`src/rtl/enemy_combat_tracker_if.sv`:
```
// Bus between the game-logic frame driver and one enemy combat slot.
// The master drives frame timing, positions and attack data.
// The slave reports health, lifecycle and kill count.
interface enemy_combat_tracker_if #(
  parameter int COORD_W = 9,
  parameter int HP_W    = 7,
  parameter int SCORE_W = 8
);
  logic               frame_tick;
  logic               Enable;
  logic [COORD_W-1:0] Enemy_X;
  logic [COORD_W-1:0] Enemy_Y;
  logic [COORD_W-1:0] Attack_X;
  logic [COORD_W-1:0] Attack_Y;
  logic [1:0]         Player_Direction;
  logic               Attack_On;
  logic [HP_W-1:0]    Damage;
  logic               Enemy_Alive;
  logic [HP_W-1:0]    Enemy_Blood;
  logic               Enemy_Is_Attacked;
  logic               Enemy_Dying;
  logic [SCORE_W-1:0] Kill_Count;

  modport master (
    output frame_tick, Enable, Enemy_X, Enemy_Y, Attack_X, Attack_Y,
           Player_Direction, Attack_On, Damage,
    input  Enemy_Alive, Enemy_Blood, Enemy_Is_Attacked, Enemy_Dying, Kill_Count
  );

  modport slave (
    input  frame_tick, Enable, Enemy_X, Enemy_Y, Attack_X, Attack_Y,
           Player_Direction, Attack_On, Damage,
    output Enemy_Alive, Enemy_Blood, Enemy_Is_Attacked, Enemy_Dying, Kill_Count
  );
endinterface

```
`src/rtl/enemy_combat_tracker.sv`:
```
// Per-enemy health and lifecycle controller: hitbox test for the four
// attack directions, damage with invulnerability frames, a dying phase,
// an ID-staggered respawn delay and a saturating kill counter.
module enemy_combat_tracker #(
  parameter int ID             = 0,
  parameter int COORD_W        = 9,
  parameter int HP_W           = 7,
  parameter int SCORE_W        = 8,
  parameter int FULL_HP        = 100,
  parameter int ENEMY_W        = 26,
  parameter int ENEMY_H        = 26,
  parameter int ATK_SHORT      = 16,
  parameter int ATK_LONG       = 80,
  parameter int INVULN_FRAMES  = 4,
  parameter int DYING_FRAMES   = 8,
  parameter int RESPAWN_FRAMES = 40,
  parameter int STAGGER_FRAMES = 40
) (
  input logic Clk,
  input logic Reset,
  enemy_combat_tracker_if.slave bus
);

  // Respawn delay in enabled frames, fixed at elaboration.
  localparam int D = RESPAWN_FRAMES + ID * STAGGER_FRAMES;
  localparam int T_MAX_A = (D > INVULN_FRAMES) ? D : INVULN_FRAMES;
  localparam int T_MAX   = (T_MAX_A > DYING_FRAMES) ? T_MAX_A : DYING_FRAMES;
  localparam int TIMER_W = $clog2(T_MAX + 1);
  // Two guard bits so box edges plus offsets never wrap.
  localparam int CW = COORD_W + 2;

  typedef enum logic [1:0] {DEAD_WAIT, ALIVE, INVULN, DYING} state_t;

  state_t             state_reg;
  logic [TIMER_W-1:0] timer_reg;
  logic [HP_W-1:0]    blood_reg;
  logic [SCORE_W-1:0] kills_reg;
  logic               attacked_reg;
  logic               alive_reg;
  logic               dying_reg;

  logic [CW-1:0] ex0, ex1, ey0, ey1, ax, ay;
  logic [3:0]    dir_overlap;
  logic          hit;

  assign ex0 = {2'b00, bus.Enemy_X};
  assign ey0 = {2'b00, bus.Enemy_Y};
  assign ex1 = ex0 + CW'(ENEMY_W);
  assign ey1 = ey0 + CW'(ENEMY_H);
  assign ax  = {2'b00, bus.Attack_X};
  assign ay  = {2'b00, bus.Attack_Y};

  // Each direction is an attack box [ax-XL, ax+XH] x [ay-YL, ay+YH]; the
  // subtracted extents are moved to the enemy side so no term can underflow.
  for (genvar gi = 0; gi < 4; gi++) begin : g_dir
    localparam int XL = (gi == 1) ? ATK_LONG : 0;
    localparam int XH = (gi == 0 || gi == 2) ? ATK_SHORT : ((gi == 3) ? ATK_LONG : 0);
    localparam int YL = (gi == 2) ? ATK_LONG : 0;
    localparam int YH = (gi == 0) ? ATK_LONG : ((gi == 1 || gi == 3) ? ATK_SHORT : 0);
    assign dir_overlap[gi] = (ex0 <= ax + CW'(XH)) && (ax <= ex1 + CW'(XL)) &&
                             (ey0 <= ay + CW'(YH)) && (ay <= ey1 + CW'(YL));
  end

  assign hit = bus.Attack_On & dir_overlap[bus.Player_Direction];

  // Lifecycle FSM with registered outputs; advances only on frame ticks.
  always_ff @(posedge Clk) begin
    if (Reset) begin
      state_reg    <= DEAD_WAIT;
      timer_reg    <= '0;
      blood_reg    <= '0;
      kills_reg    <= '0;
      attacked_reg <= 1'b0;
      alive_reg    <= 1'b0;
      dying_reg    <= 1'b0;
    end else if (bus.frame_tick) begin
      attacked_reg <= 1'b0;
      case (state_reg)
        DEAD_WAIT: begin
          if (bus.Enable) begin
            if (timer_reg == TIMER_W'(D - 1)) begin
              blood_reg <= HP_W'(FULL_HP);
              timer_reg <= '0;
              alive_reg <= 1'b1;
              state_reg <= ALIVE;
            end else begin
              timer_reg <= timer_reg + TIMER_W'(1);
            end
          end
        end
        ALIVE: begin
          if (hit) begin
            attacked_reg <= 1'b1;
            timer_reg    <= '0;
            if (bus.Damage >= blood_reg) begin
              blood_reg <= '0;
              if (kills_reg != '1) kills_reg <= kills_reg + SCORE_W'(1);
              alive_reg <= 1'b0;
              dying_reg <= 1'b1;
              state_reg <= DYING;
            end else begin
              blood_reg <= blood_reg - bus.Damage;
              state_reg <= INVULN;
            end
          end
        end
        INVULN: begin
          if (timer_reg == TIMER_W'(INVULN_FRAMES - 1)) begin
            timer_reg <= '0;
            state_reg <= ALIVE;
          end else begin
            timer_reg <= timer_reg + TIMER_W'(1);
          end
        end
        DYING: begin
          if (timer_reg == TIMER_W'(DYING_FRAMES - 1)) begin
            timer_reg <= '0;
            dying_reg <= 1'b0;
            state_reg <= DEAD_WAIT;
          end else begin
            timer_reg <= timer_reg + TIMER_W'(1);
          end
        end
        default: state_reg <= DEAD_WAIT;
      endcase
    end
  end

  assign bus.Enemy_Alive       = alive_reg;
  assign bus.Enemy_Blood       = blood_reg;
  assign bus.Enemy_Is_Attacked = attacked_reg;
  assign bus.Enemy_Dying       = dying_reg;
  assign bus.Kill_Count        = kills_reg;

endmodule

```
`src/flat_wrapper.sv`:
```
// flat-port wrapper written by rule: the top's interface ports become plain ports
module enemy_combat_tracker_flat 
#(
  parameter int ID             = 0,
  parameter int COORD_W        = 9,
  parameter int HP_W           = 7,
  parameter int SCORE_W        = 8,
  parameter int FULL_HP        = 100,
  parameter int ENEMY_W        = 26,
  parameter int ENEMY_H        = 26,
  parameter int ATK_SHORT      = 16,
  parameter int ATK_LONG       = 80,
  parameter int INVULN_FRAMES  = 4,
  parameter int DYING_FRAMES   = 8,
  parameter int RESPAWN_FRAMES = 40,
  parameter int STAGGER_FRAMES = 40
)
  (Clk, Reset, bus_frame_tick, bus_Enable, bus_Enemy_X, bus_Enemy_Y, bus_Attack_X, bus_Attack_Y, bus_Player_Direction, bus_Attack_On, bus_Damage, bus_Enemy_Alive, bus_Enemy_Blood, bus_Enemy_Is_Attacked, bus_Enemy_Dying, bus_Kill_Count);
  enemy_combat_tracker_if #(.COORD_W(COORD_W), .HP_W(HP_W), .SCORE_W(SCORE_W)) bus_i ();
  input logic Clk;
  input logic Reset;
  input wire logic [$bits(bus_i.frame_tick)-1:0] bus_frame_tick;
  input wire logic [$bits(bus_i.Enable)-1:0] bus_Enable;
  input wire logic [$bits(bus_i.Enemy_X)-1:0] bus_Enemy_X;
  input wire logic [$bits(bus_i.Enemy_Y)-1:0] bus_Enemy_Y;
  input wire logic [$bits(bus_i.Attack_X)-1:0] bus_Attack_X;
  input wire logic [$bits(bus_i.Attack_Y)-1:0] bus_Attack_Y;
  input wire logic [$bits(bus_i.Player_Direction)-1:0] bus_Player_Direction;
  input wire logic [$bits(bus_i.Attack_On)-1:0] bus_Attack_On;
  input wire logic [$bits(bus_i.Damage)-1:0] bus_Damage;
  output wire logic [$bits(bus_i.Enemy_Alive)-1:0] bus_Enemy_Alive;
  output wire logic [$bits(bus_i.Enemy_Blood)-1:0] bus_Enemy_Blood;
  output wire logic [$bits(bus_i.Enemy_Is_Attacked)-1:0] bus_Enemy_Is_Attacked;
  output wire logic [$bits(bus_i.Enemy_Dying)-1:0] bus_Enemy_Dying;
  output wire logic [$bits(bus_i.Kill_Count)-1:0] bus_Kill_Count;
  assign bus_i.frame_tick = bus_frame_tick;
  assign bus_i.Enable = bus_Enable;
  assign bus_i.Enemy_X = bus_Enemy_X;
  assign bus_i.Enemy_Y = bus_Enemy_Y;
  assign bus_i.Attack_X = bus_Attack_X;
  assign bus_i.Attack_Y = bus_Attack_Y;
  assign bus_i.Player_Direction = bus_Player_Direction;
  assign bus_i.Attack_On = bus_Attack_On;
  assign bus_i.Damage = bus_Damage;
  assign bus_Enemy_Alive = bus_i.Enemy_Alive;
  assign bus_Enemy_Blood = bus_i.Enemy_Blood;
  assign bus_Enemy_Is_Attacked = bus_i.Enemy_Is_Attacked;
  assign bus_Enemy_Dying = bus_i.Enemy_Dying;
  assign bus_Kill_Count = bus_i.Kill_Count;
  enemy_combat_tracker #(.ID(ID), .COORD_W(COORD_W), .HP_W(HP_W), .SCORE_W(SCORE_W), .FULL_HP(FULL_HP), .ENEMY_W(ENEMY_W), .ENEMY_H(ENEMY_H), .ATK_SHORT(ATK_SHORT), .ATK_LONG(ATK_LONG), .INVULN_FRAMES(INVULN_FRAMES), .DYING_FRAMES(DYING_FRAMES), .RESPAWN_FRAMES(RESPAWN_FRAMES), .STAGGER_FRAMES(STAGGER_FRAMES)) u_core (.Clk(Clk), .Reset(Reset), .bus(bus_i));
endmodule
```
`config.mk`:
```
export PLATFORM = sky130hd
export DESIGN_NAME = enemy_combat_tracker_flat
export DESIGN_NICKNAME = d
export VERILOG_FILES = /design/src/rtl/enemy_combat_tracker_if.sv /design/src/rtl/enemy_combat_tracker.sv /design/src/flat_wrapper.sv
export SDC_FILE = /design/constraint.sdc
export NUM_CORES = 1
export LEC_CHECK = 0
export ABC_CLOCK_PERIOD_IN_PS = 5100
export CAP_MARGIN = 20
export CORE_MARGIN = 3
export CORE_UTILIZATION = 55
export DETAILED_ROUTE_END_ITERATION = 10
export PLACE_DENSITY = 0.83
export SLEW_MARGIN = 30
export SYNTH_ARGS = -nofsm -noshare
export SYNTH_HDL_FRONTEND = slang
export SYNTH_SLANG_ARGS = --single-unit
```
`constraint.sdc`:
```
create_clock -name Clk -period 5.1 [get_ports Clk]
set_input_delay 0.51 -clock Clk [delete_from_list [all_inputs] [get_ports Clk]]
set_output_delay 0.51 -clock Clk [all_outputs]
set_load 0.02 [all_outputs]
```
==> results of run 1 <==
==> Yosys cell counts (all sizes together), types with 2 or more instances <==
| cell | instances |
|---|---|
| o22ai | 2 |
| ha | 78 |
| o21bai | 4 |
| clkbuf | 7 |
| nand3 | 22 |
| a22o | 2 |
| nor3b | 3 |
| nand4b | 2 |
| dfxtp | 26 |
| a31oi | 6 |
| o211ai | 4 |
| nand3b | 8 |
| a21o | 8 |
| o31ai | 5 |
| mux2i | 5 |
| a21oi | 36 |
| o221a | 3 |
| nand2 | 27 |
| nor3 | 19 |
| o31a | 3 |
| inv | 55 |
| a41oi | 2 |
| nor2b | 7 |
| nand4 | 13 |
| o21ai | 21 |
| or4 | 2 |
| o221ai | 3 |
| o21a | 8 |
| nor4 | 6 |
| and3 | 5 |
| a2111oi | 3 |
| xnor2 | 24 |
| a211o | 6 |
| a311oi | 3 |
| a211oi | 6 |
| nand2b | 8 |
| mux2 | 2 |
| nor2 | 35 |
| xor2 | 10 |
==> per-stage QoR <==
step / instances / setup WS, ps / total power, uW / area (um2) / hold slack (ps)
6_report: 668 / 581 / 696 / 4750 / 483
5_1_grt: 668 / 202 / 754 / 4750 / 522
4_1_cts: 668 / 577 / 694 / 4750 / 484
3_5_place_dp: 664 / 300 / 559 / 4690 / 467
3_3_place_gp: 664 / 403 / 543 / 4690 / 463
2_1_floorplan: 506 / 1150 / 445 / 3910 / 479
==> cells by family after synthesis <==
| family | count (synthesis) |
|---|---|
| XOR/XNOR | 34 |
| flip-flops | 26 |
| AO/OA/AOI/OAI | 134 |
| adder cells (fa/ha/maj) | 79 |
| AND/OR/NAND/NOR | 162 |
| multiplexers | 7 |
| buffers and inverters | 64 |
==> report_power, final <==
group / internal [uW] / switching (uW)
combinational: 163 / 192
sequential: 204 / 0.865
clock: 69.2 / 67.4
==> per-layer routing <==
metal,up-vias,part of all wire,global-route usage
met5,-,0,0
met4,0,0.018,0.0625
met3,18,0.048,0.0300
met2,130,0.49,0.443
met1,1834,0.45,0.330
li1,2000,-,-
==> path summary, 6_finish.rpt <==
check                                                   from                           end  slack, ps  cells past startpoint
worst min-delay path            u_core.bus.Enemy_Is_Attacked  u_core.bus.Enemy_Is_Attacked        480                      2
worst min register to register  u_core.bus.Enemy_Is_Attacked  u_core.bus.Enemy_Is_Attacked        480                      2
worst max-delay path                          bus_Enemy_X[1]           u_core.timer_reg[4]        580                     17
worst max register to register     u_core.bus.Enemy_Blood[1]      u_core.bus.Kill_Count[5]       2240                     12
==> worst min-delay path: cells and delay by family (launching register included) <==
| kind | cells | cell delay [ps] |
|---|---|---|
| AOI/OAI and AO/OA | 1 | 60 |
| DFF | 1 | 320 |
| and+or+nand+nor | 1 | 60 |
==> final cells by class <==
| cell class | instances | area [um2] |
|---|---|---|
| clock buffers | 4 | 55.1 |
| fillers | 612 | 2080 |
| inverters | 56 | 210 |
| multi-input cells | 416 | 3150 |
| flip-flops and latches | 26 | 520 |
| well taps | 96 | 120 |
| repair buffers | 70 | 693 |
==> flow_summary_export.csv, run 1 <==
group,metric,value,unit
critical_path,path_cells,"clkdlybuf4s50_1, ha_1, nor3_1, xnor2_1, ha_1, inv_1, a21oi_1, xor2_1, ha_1, a21oi_1, o31ai_1, o211ai_1, a21oi_1, o311a_1, o31a_1, or4_1, a21oi_1",
sta,maxSlewViolCount,0,
drt,ant_nets,0,
floorplan,io_pins,68,
sta,slew_headroom,0.383,
clock_network,cts_tree,"yes",
sta,hold_viol,0,
global_routing,overflow,0,
logic_synthesis,synth_cell_types,61,
critical_path,setup.worst_path.end_class,"flip-flop",
clock_network,cts.sinks,26,
logic_synthesis,synthTopCellsByArea,"ha_1, dfxtp_1, xnor2_1, inv_1, a21oi_1",
drt,drc,0,
logic_synthesis,async_reset_ff_frac,0,
critical_path,crit_top_cell,"a21oi_1",
global_routing,grt_start_max_net_pins,26,
clock_network,postCtsHoldBufs,0,
worst_hold_path,worstHoldPathType,"reg -> reg",
logic_synthesis,ys_seq_elements,26,
floorplan,die-area,8160,um2
logic_synthesis,synthMuxAreaShare,0.0185,
logic_synthesis,synth_compound_area_frac,0.238,
logic_synthesis,syn_area_per_cell,7.73,um2
global_routing,grt_pass1_vias,3948,
logic_synthesis,synth_top_area_frac,0.249,
critical_path,slowest_stage,"or4_1",
cells_and_area,final_nets,702,
sta,setup_viol,0,
placement,hpwl,8410,um
floorplan,initial_core_util,0.573,
logic_synthesis,synth-adder-area-share,0.255,
sta,finalCritPeriodShare,0.886,
critical_path,cpLargestDelayFamily,"compound AO/OA/AOI/OAI gates",
clock_network,numCtsBuffers,3,
floorplan,die_h,90.3,um
logic_synthesis,yosysSeqAreaShare,0.133,
clock_network,clk_pin_slew,90,ps
sta,fin_skew,6.34,ps
sta,worst_slew_pin_slew,923,ps
drt,drt_iter0_markers,153,
clock_network,cts_root_buffer,"clkbuf_8",
critical_path,critPathLaunchType,"primary input",
logic_synthesis,yosysWarnings,0,
floorplan,rows,30,
logic_synthesis,synth_top_family_by_area,"adder cells",
drt,firstDrtPassIters,5,
logic_synthesis,synth_flop_cell,"dfxtp_1",
power_and_ir_drop,cellPowerDensity,146,nW/um2
critical_path,crit_buf_inv,2,
drt,avgViaCountPerCell,5.96,
placement,io_buffers,67,
cells_and_area,utilization,0.695,
cells_and_area,drive_gt1_frac,0.0385,
sta,fmax,221,MHz
floorplan,die_w,90.3,um
run_status,status,"finished clean",
global_routing,antenna_found_initial,0,
cells_and_area,largest_reg_flops,8,
placement,gp_congestion,0.966,
sta,finalCriticalPeriod,4520,ps
logic_synthesis,yosys.area_share.simple,0.218,
clock_network,htreeDepth,1,
floorplan,core_area,6830,um2
critical_path,crit_fanout,10,
global_routing,grt_usage,0.253,
clock_network,cts-resized-gates,0,
sta,setup_tns,0,ps
logic_synthesis,synth_top_area_cell,"ha_1",
global_routing,grt_pass1_wl,17800,um
cells_and_area,final_common_cell,"ha_1",
drt,vias,3982,
clock_network,clock_latency,280,ps
logic_synthesis,synth_nets,635,
logic_synthesis,synth_edf_count,0,
power_and_ir_drop,vdd_drop_max,0.0964,mV
critical_path,slowest_delay,540,ps
logic_synthesis,synth_xor_area_frac,0.0761,
clock_network,cts_buffer_depth,2,
logic_synthesis,syn_inst,506,
logic_synthesis,synthesis.area,3910,um2
job,cap_violations,0,
critical_path,cp.required,5300,ps
critical_path,criticalPathCategory,"in -> reg",
drt,routed_wl,10200,um
cells_and_area,area_delta_synth_final,21.4,%
clock_network,cts_setup_buffers,0,
cells_and_area,diodes,0,
cells_and_area,final_cell_mix,"ha_1, clkdlybuf4s50_1, inv_1",
critical_path,cp.arrival,4720,ps
sta,rsz0062_at_grt,"no",
power_and_ir_drop,leakagePower,0.00203,uW
drt,drt-wirelength-per-cell,15.3,um
Note: power is estimated with default switching activity, not from simulation.
==> run 2, diff against run 1 <==
--- a/config.mk
+++ b/config.mk
@@ -5,12 +5,12 @@
 export SDC_FILE = /design/constraint.sdc
 export NUM_CORES = 1
 export LEC_CHECK = 0
-export ABC_CLOCK_PERIOD_IN_PS = 5100
+export ABC_CLOCK_PERIOD_IN_PS = 4300
 export CAP_MARGIN = 20
 export CORE_MARGIN = 3
-export CORE_UTILIZATION = 55
+export CORE_UTILIZATION = 36
 export DETAILED_ROUTE_END_ITERATION = 10
-export PLACE_DENSITY = 0.83
+export PLACE_DENSITY = 0.58
 export SLEW_MARGIN = 30
 export SYNTH_ARGS = -nofsm -noshare
 export SYNTH_HDL_FRONTEND = slang
==> constraint.sdc (replaced) <==
create_clock -name Clk -period 4.3 [get_ports Clk]
set_input_delay 0.43 -clock Clk [delete_from_list [all_inputs] [get_ports Clk]]
set_output_delay 0.43 -clock Clk [all_outputs]
set_load 0.02 [all_outputs]
==> run 2 against run 1 <==
Effect of this change:
- combinational power rose by 27%
- cell area rose by 7.0%
- count of clock-buffer cells in the layout fell by 1
- register-to-register slack got worse by 710 ps
- via count rose by 0.13%
- critical endpoint is now u_core.bus.Enemy_Blood[0]
==> flow_summary_export.csv, run 2 (synthesized netlist as in run 1, its figures left out) <==
group,metric,value,unit
run_status,status,"finished clean",
global_routing,antenna_found_initial,0,
power_and_ir_drop,power_frac_comb,0.502,
clock_network,postCtsHoldBufs,0,
sta,slew_headroom,0.620,
clock_network,cts_buffer_depth,2,
clock_network,clock_latency,270,ps
sta,fmax,250,MHz
critical_path,crit_fanout,5,
placement,gp_congestion,0.904,
cells_and_area,drive_gt1_frac,0.0957,
sta,setup_tns,0,ps
floorplan,rows,37,
power_and_ir_drop,leakagePower,0.00221,uW
drt,ant_nets,0,
cells_and_area,final_common_cell,"ha_1",
worst_hold_path,hold_path_end,"u_core.bus.Enemy_Is_Attacked",
power_and_ir_drop,p_int,585,uW
sta,finalCriticalPeriod,4000,ps
drt,drt-wirelength-per-cell,14.0,um
sta,maxSlewViolCount,0,
floorplan,die_w,110,um
global_routing,grt_pass1_vias,3848,
global_routing,grt_pass1_wl,17400,um
drt,drc,0,
critical_path,criticalPathCategory,"in -> reg",
critical_path,rr_worst_depth,10,
cells_and_area,final_cell_mix,"ha_1, clkdlybuf4s50_1, inv_1",
floorplan,io_pins,68,
critical_path,cp.required,4510,ps
cells_and_area,diodes,0,
sta,worst_slew_pin_slew,568,ps
sta,hold_viol,0,
power_and_ir_drop,cellPowerDensity,177,nW/um2
floorplan,initial_core_util,0.374,
critical_path,reg2reg_slack,1530,ps
floorplan,die_h,110,um
worst_hold_path,worstHoldPathType,"reg -> reg",
clock_network,cts.sinks,26,
cells_and_area,multiInputGateArea,3160,um2
clock_network,htreeDepth,1,
sta,finalCritPeriodShare,0.931,
sta,setup_ws,297,ps
job,cap_violations,0,
placement,place_area,5000,um2
cells_and_area,stdcell_area,5080,um2
cells_and_area,fillCellCount,1061,
cells_and_area,largest_reg_flops,8,
cells_and_area,area_delta_synth_final,29.9,%
power_and_ir_drop,p_total,899,uW
power_and_ir_drop,p_switching,314,uW
clock_network,cts_root_buffer,"clkbuf_8",
power_and_ir_drop,p_clk_frac,0.228,
floorplan,core_area,10500,um2
sta,rsz0062_at_grt,"no",
drt,vias,3987,
critical_path,critPathLaunchType,"primary input",
cells_and_area,final_nets,736,
drt,routed_wl,10400,um
floorplan,die-area,12200,um2
clock_network,clk_pin_slew,90,ps
drt,avgViaCountPerCell,5.37,
power_and_ir_drop,seq_power_share,0.270,
worst_hold_path,min_path_cells,2,
global_routing,grt_start_max_net_pins,26,
worst_hold_path,worstHoldStart,"u_core.bus.Enemy_Is_Attacked",
critical_path,setup.worst_path.end_class,"flip-flop",
drt,firstDrtPassIters,6,
critical_path,r2r-start,"u_core.bus.Enemy_Blood[1]",
drt,drt_iter0_markers,251,
power_and_ir_drop,vdd_drop_max,0.192,mV
critical_path,rr_endpoint,"u_core.bus.Kill_Count[7]",
critical_path,cp.arrival,4210,ps
placement,preCtsSetupSlack,-56.3,ps
global_routing,grt_usage,0.172,
clock_network,cts_tree,"yes",
clock_network,numCtsBuffers,3,
placement,hpwl,8640,um
sta,fin_skew,1.76,ps
sta,holdWs,482,ps
global_routing,overflow,0,
power_and_ir_drop,p_sw_frac,0.350,
placement,io_buffers,67,
cells_and_area,ff_latch_area,520,um2
sta,setup_viol,0,
==> run 2: cell count changes in the layout (fill, tap and decap cells not counted), sizes merged <==
| cell | previous run | this run |
|---|---|---|
| clkbuf | 4 | 3 |
| bufinv | 0 | 1 |
| buf | 3 | 37 |
==> run 2: area by class of cell <==
cell class,count,share of cell area
Clock inverter,1,0.00591
Clock buffer,3,0.00813
Multi-Input combinational cell,416,0.622
Timing Repair Buffer,104,0.187
Inverter,56,0.0414
Tap cell,136,0.0335
Sequential cell,26,0.102
==> run 2: worst max-delay path by stage <==
stage | startpoint | to | slack [ps]
after global placement | bus_Enemy_X[1] | u_core.bus.Enemy_Blood[0] | 20
after floorplan | bus_Enemy_X[1] | u_core.bus.Kill_Count[7] | 430
after global routing | bus_Enemy_X[1] | u_core.bus.Enemy_Blood[0] | 9
after CTS | bus_Enemy_X[1] | u_core.bus.Enemy_Blood[0] | 240
after detailed placement | bus_Enemy_X[1] | u_core.bus.Enemy_Blood[0] | -60
final | bus_Enemy_X[1] | u_core.bus.Enemy_Blood[0] | 300
==> run 2: stage by stage <==
stage / instances / utilization
after floorplan: 506 / -
after global placement: 738 / 0.478
after detailed placement: 738 / 0.478
after CTS: 742 / 0.485
after global routing: 742 / 0.486
final: 742 / 0.486
==> run 2: power groups by stage <==
| stage | clock, uW | combinational (uW) | sequential [uW] |
|---|---|---|---|
| 3_5_place_dp | 0 | 450 | 248 |
| 6_report | 205 | 451 | 243 |
| 2_1_floorplan | 0 | 280 | 248 |
| 4_1_cts | 211 | 453 | 243 |
| 5_1_grt | 221 | 511 | 243 |
| 3_3_place_gp | 0 | 440 | 248 |
==> run 2: critical path, stage by stage <==
cell and delay, ps:
clkdlybuf4s50_1 430, buf_4 170, a21oi_1 260, xor2_1 260, ha_1 210, inv_1 40
a21oi_1 140, xor2_1 170, ha_1 260, a21oi_1 140, o31ai_1 90, o211ai_1 170
a21oi_1 70, o311a_1 350, o31a_1 370, or4_1 510, a21oi_1 140
==> run 2: layer usage <==
| metal | vias up | share of wire | global-route usage |
|---|---|---|---|
| met5 | - | 0 | 0 |
| met2 | 96 | 0.46 | 0.304 |
| met4 | 0 | 0.0060 | 0.0193 |
| li1 | 2066 | - | - |
| met3 | 8 | 0.048 | 0.0146 |
| met1 | 1817 | 0.49 | 0.236 |
==> run 2: repair_timing <==
item | in CTS | in global routing
setup buffers | 0 | 0
resized for setup | 0 | 2
hold endpoints to repair | 0 | 0
endpoints found under the setup margin | 0 | 1
==> run 3, diff against run 2 <==
--- a/config.mk
+++ b/config.mk
@@ -5,12 +5,12 @@
 export SDC_FILE = /design/constraint.sdc
 export NUM_CORES = 1
 export LEC_CHECK = 0
-export ABC_CLOCK_PERIOD_IN_PS = 4300
 export CAP_MARGIN = 20
 export CORE_MARGIN = 3
-export CORE_UTILIZATION = 36
+export CORE_UTILIZATION = 45
 export DETAILED_ROUTE_END_ITERATION = 10
-export PLACE_DENSITY = 0.58
+export PLACE_DENSITY = 0.7
+export REMOVE_ABC_BUFFERS = 1
 export SLEW_MARGIN = 30
 export SYNTH_ARGS = -nofsm -noshare
 export SYNTH_HDL_FRONTEND = slang
==> run 3 against run 2 <==
Effect of this change:
- total power down 0.61%
- largest power group unchanged
- fmax down 1.3%
- flip-flop and latch count unchanged
- clock power about the same
- die area down 19%
- critical endpoint unchanged
- routed wire length down 2.7%
- non-clock buffer count down 5
- sequential share of layout area up 0.18 points
- combinational power down 1%
==> flow_summary_export.csv, run 3 (synthesized netlist as in run 1, its figures left out) <==
group,metric,value,unit
critical_path,setup.worst_path.end_class,"flip-flop",
sta,setup_ws,246,ps
cells_and_area,drive_gt1_frac,0.0849,
drt,firstDrtPassIters,5,
drt,drc,0,
floorplan,die_w,99.2,um
cells_and_area,area_delta_synth_final,27.7,%
cells_and_area,largest_reg_flops,8,
global_routing,grt_pass1_vias,3921,
global_routing,overflow,0,
drt,drt-wirelength-per-cell,14.3,um
cells_and_area,multiInputGateArea,3150,um2
clock_network,clock_latency,280,ps
clock_network,numCtsBuffers,3,
drt,routed_wl,10100,um
drt,wl_met2,4800,um
critical_path,cp.arrival,4270,ps
floorplan,die-area,9850,um2
floorplan,die_h,99.2,um
floorplan,initial_core_util,0.469,
clock_network,cts_tree,"yes",
drt,avgViaCountPerCell,5.73,
clock_network,clk_pin_slew,100,ps
critical_path,slowest_delay,520,ps
cells_and_area,final_common_cell,"ha_1",
clock_network,htreeDepth,1,
worst_hold_path,worstHoldPathType,"reg -> reg",
critical_path,criticalPathCategory,"in -> reg",
sta,setup_viol,0,
critical_path,crit_fanout,4,
sta,finalCriticalPeriod,4050,ps
critical_path,reg2reg_slack,1580,ps
critical_path,cp.required,4510,ps
floorplan,core_area,8340,um2
run_status,status,"finished clean",
cells_and_area,final_nets,731,
clock_network,cts_buffer_depth,2,
global_routing,antenna_found_initial,0,
critical_path,slowest_stage,"or4_1",
cells_and_area,ff_latch_area,520,um2
global_routing,grt_pass1_wl,17200,um
critical_path,critPathLaunchType,"primary input",
power_and_ir_drop,cellPowerDensity,179,nW/um2
cells_and_area,fillCellCount,753,
power_and_ir_drop,vdd_drop_max,0.110,mV
placement,gp_congestion,0.868,
job,cap_violations,0,
global_routing,grt_usage,0.202,
sta,worst_slew_pin_slew,650,ps
clock_network,cts-resized-gates,0,
clock_network,postCtsHoldBufs,0,
power_and_ir_drop,leakagePower,0.00218,uW
global_routing,grt_start_max_net_pins,26,
sta,hold_viol,0,
sta,rsz0062_at_grt,"no",
drt,wl_met1,4670,um
sta,slew_headroom,0.565,
critical_path,crit_top_cell,"a21oi_1",
placement,preCtsSetupSlack,-22.6,ps
cells_and_area,diodes,0,
sta,maxSlewViolCount,0,
floorplan,io_pins,68,
clock_network,cts_root_buffer,"clkbuf_8",
placement,hpwl,8430,um
drt,dr_wl_met3,537,um
drt,vias,4048,
sta,fmax,247,MHz
floorplan,rows,33,
critical_path,path_cells,"clkdlybuf4s50_1, ha_1, nor3_1, xnor2_1, ha_1, inv_1, a21oi_1, xor2_1, ha_1, a21oi_1, o31ai_1, o211ai_1, a21oi_1, o311a_1, o31a_1, or4_1, a21oi_1",
drt,drt_iter0_markers,159,
clock_network,cts.sinks,26,
placement,io_buffers,67,
drt,ant_nets,0,
clock_network,cts_setup_buffers,0,
sta,holdWs,486,ps
drt,routed.top_layer,"met4",
sta,fin_skew,9.01,ps
cells_and_area,final_cell_mix,"ha_1, clkdlybuf4s50_1, inv_1",
sta,finalCritPeriodShare,0.943,
run 3: changes by cell type in the layout (fill, tap and decap cells not counted), sizes merged:
cell / previous run / this run
buf: 37 / 32
run 3: report_power, final:
group	internal, uW	total, uW	switching, uW
logic	215	445	230
clock network	125	206	81.1
registers	242	243	0.969
total	581	893	312
run 3: layout make-up:
cell class | count | area share
clock buffers | 3 | 0.00827
clock inverters | 1 | 0.00601
inverters | 56 | 0.0421
multi-input cells | 416 | 0.631
flip-flops and latches | 26 | 0.104
well taps | 105 | 0.0263
repair buffers | 99 | 0.182
run 3: worst max-delay path: cells and delay by family:
kind,cells,cell delay [ps]
buf+inv,2,470
xor+xnor,2,380
simple gates,2,820
fa+ha+maj,3,680
compound gates,8,1460
run 3: worst paths after layout:
kind,start,endpoint,depth (start not counted)
max,bus_Enemy_X[1],u_core.bus.Enemy_Blood[0],17
min,u_core.bus.Enemy_Is_Attacked,u_core.bus.Enemy_Is_Attacked,2
max reg2reg,u_core.bus.Enemy_Blood[1],u_core.bus.Kill_Count[5],11
min reg2reg,u_core.bus.Enemy_Is_Attacked,u_core.bus.Enemy_Is_Attacked,2
run 3: layer usage:
layer / GRT usage / up-vias
met2: 0.349 / 125
met1: 0.279 / 1849
met3: 0.0196 / 8
met5: 0 / -
li1: - / 2066
met4: 0.0284 / 0
run 3: metrics by stage:
| step | utilization | cell area [um2] | total power [uW] | instances | setup TNS, ps |
|---|---|---|---|---|---|
| after floorplan | - | 3880 | 522 | 498 | 0 |
| after global placement | 0.590 | 4920 | 676 | 702 | 0 |
| after detailed placement | 0.590 | 4920 | 692 | 702 | -35.7 |
| after CTS | 0.599 | 4990 | 898 | 706 | 0 |
| after global routing | 0.599 | 4990 | 968 | 706 | 0 |
| final | 0.599 | 4990 | 893 | 706 | 0 |
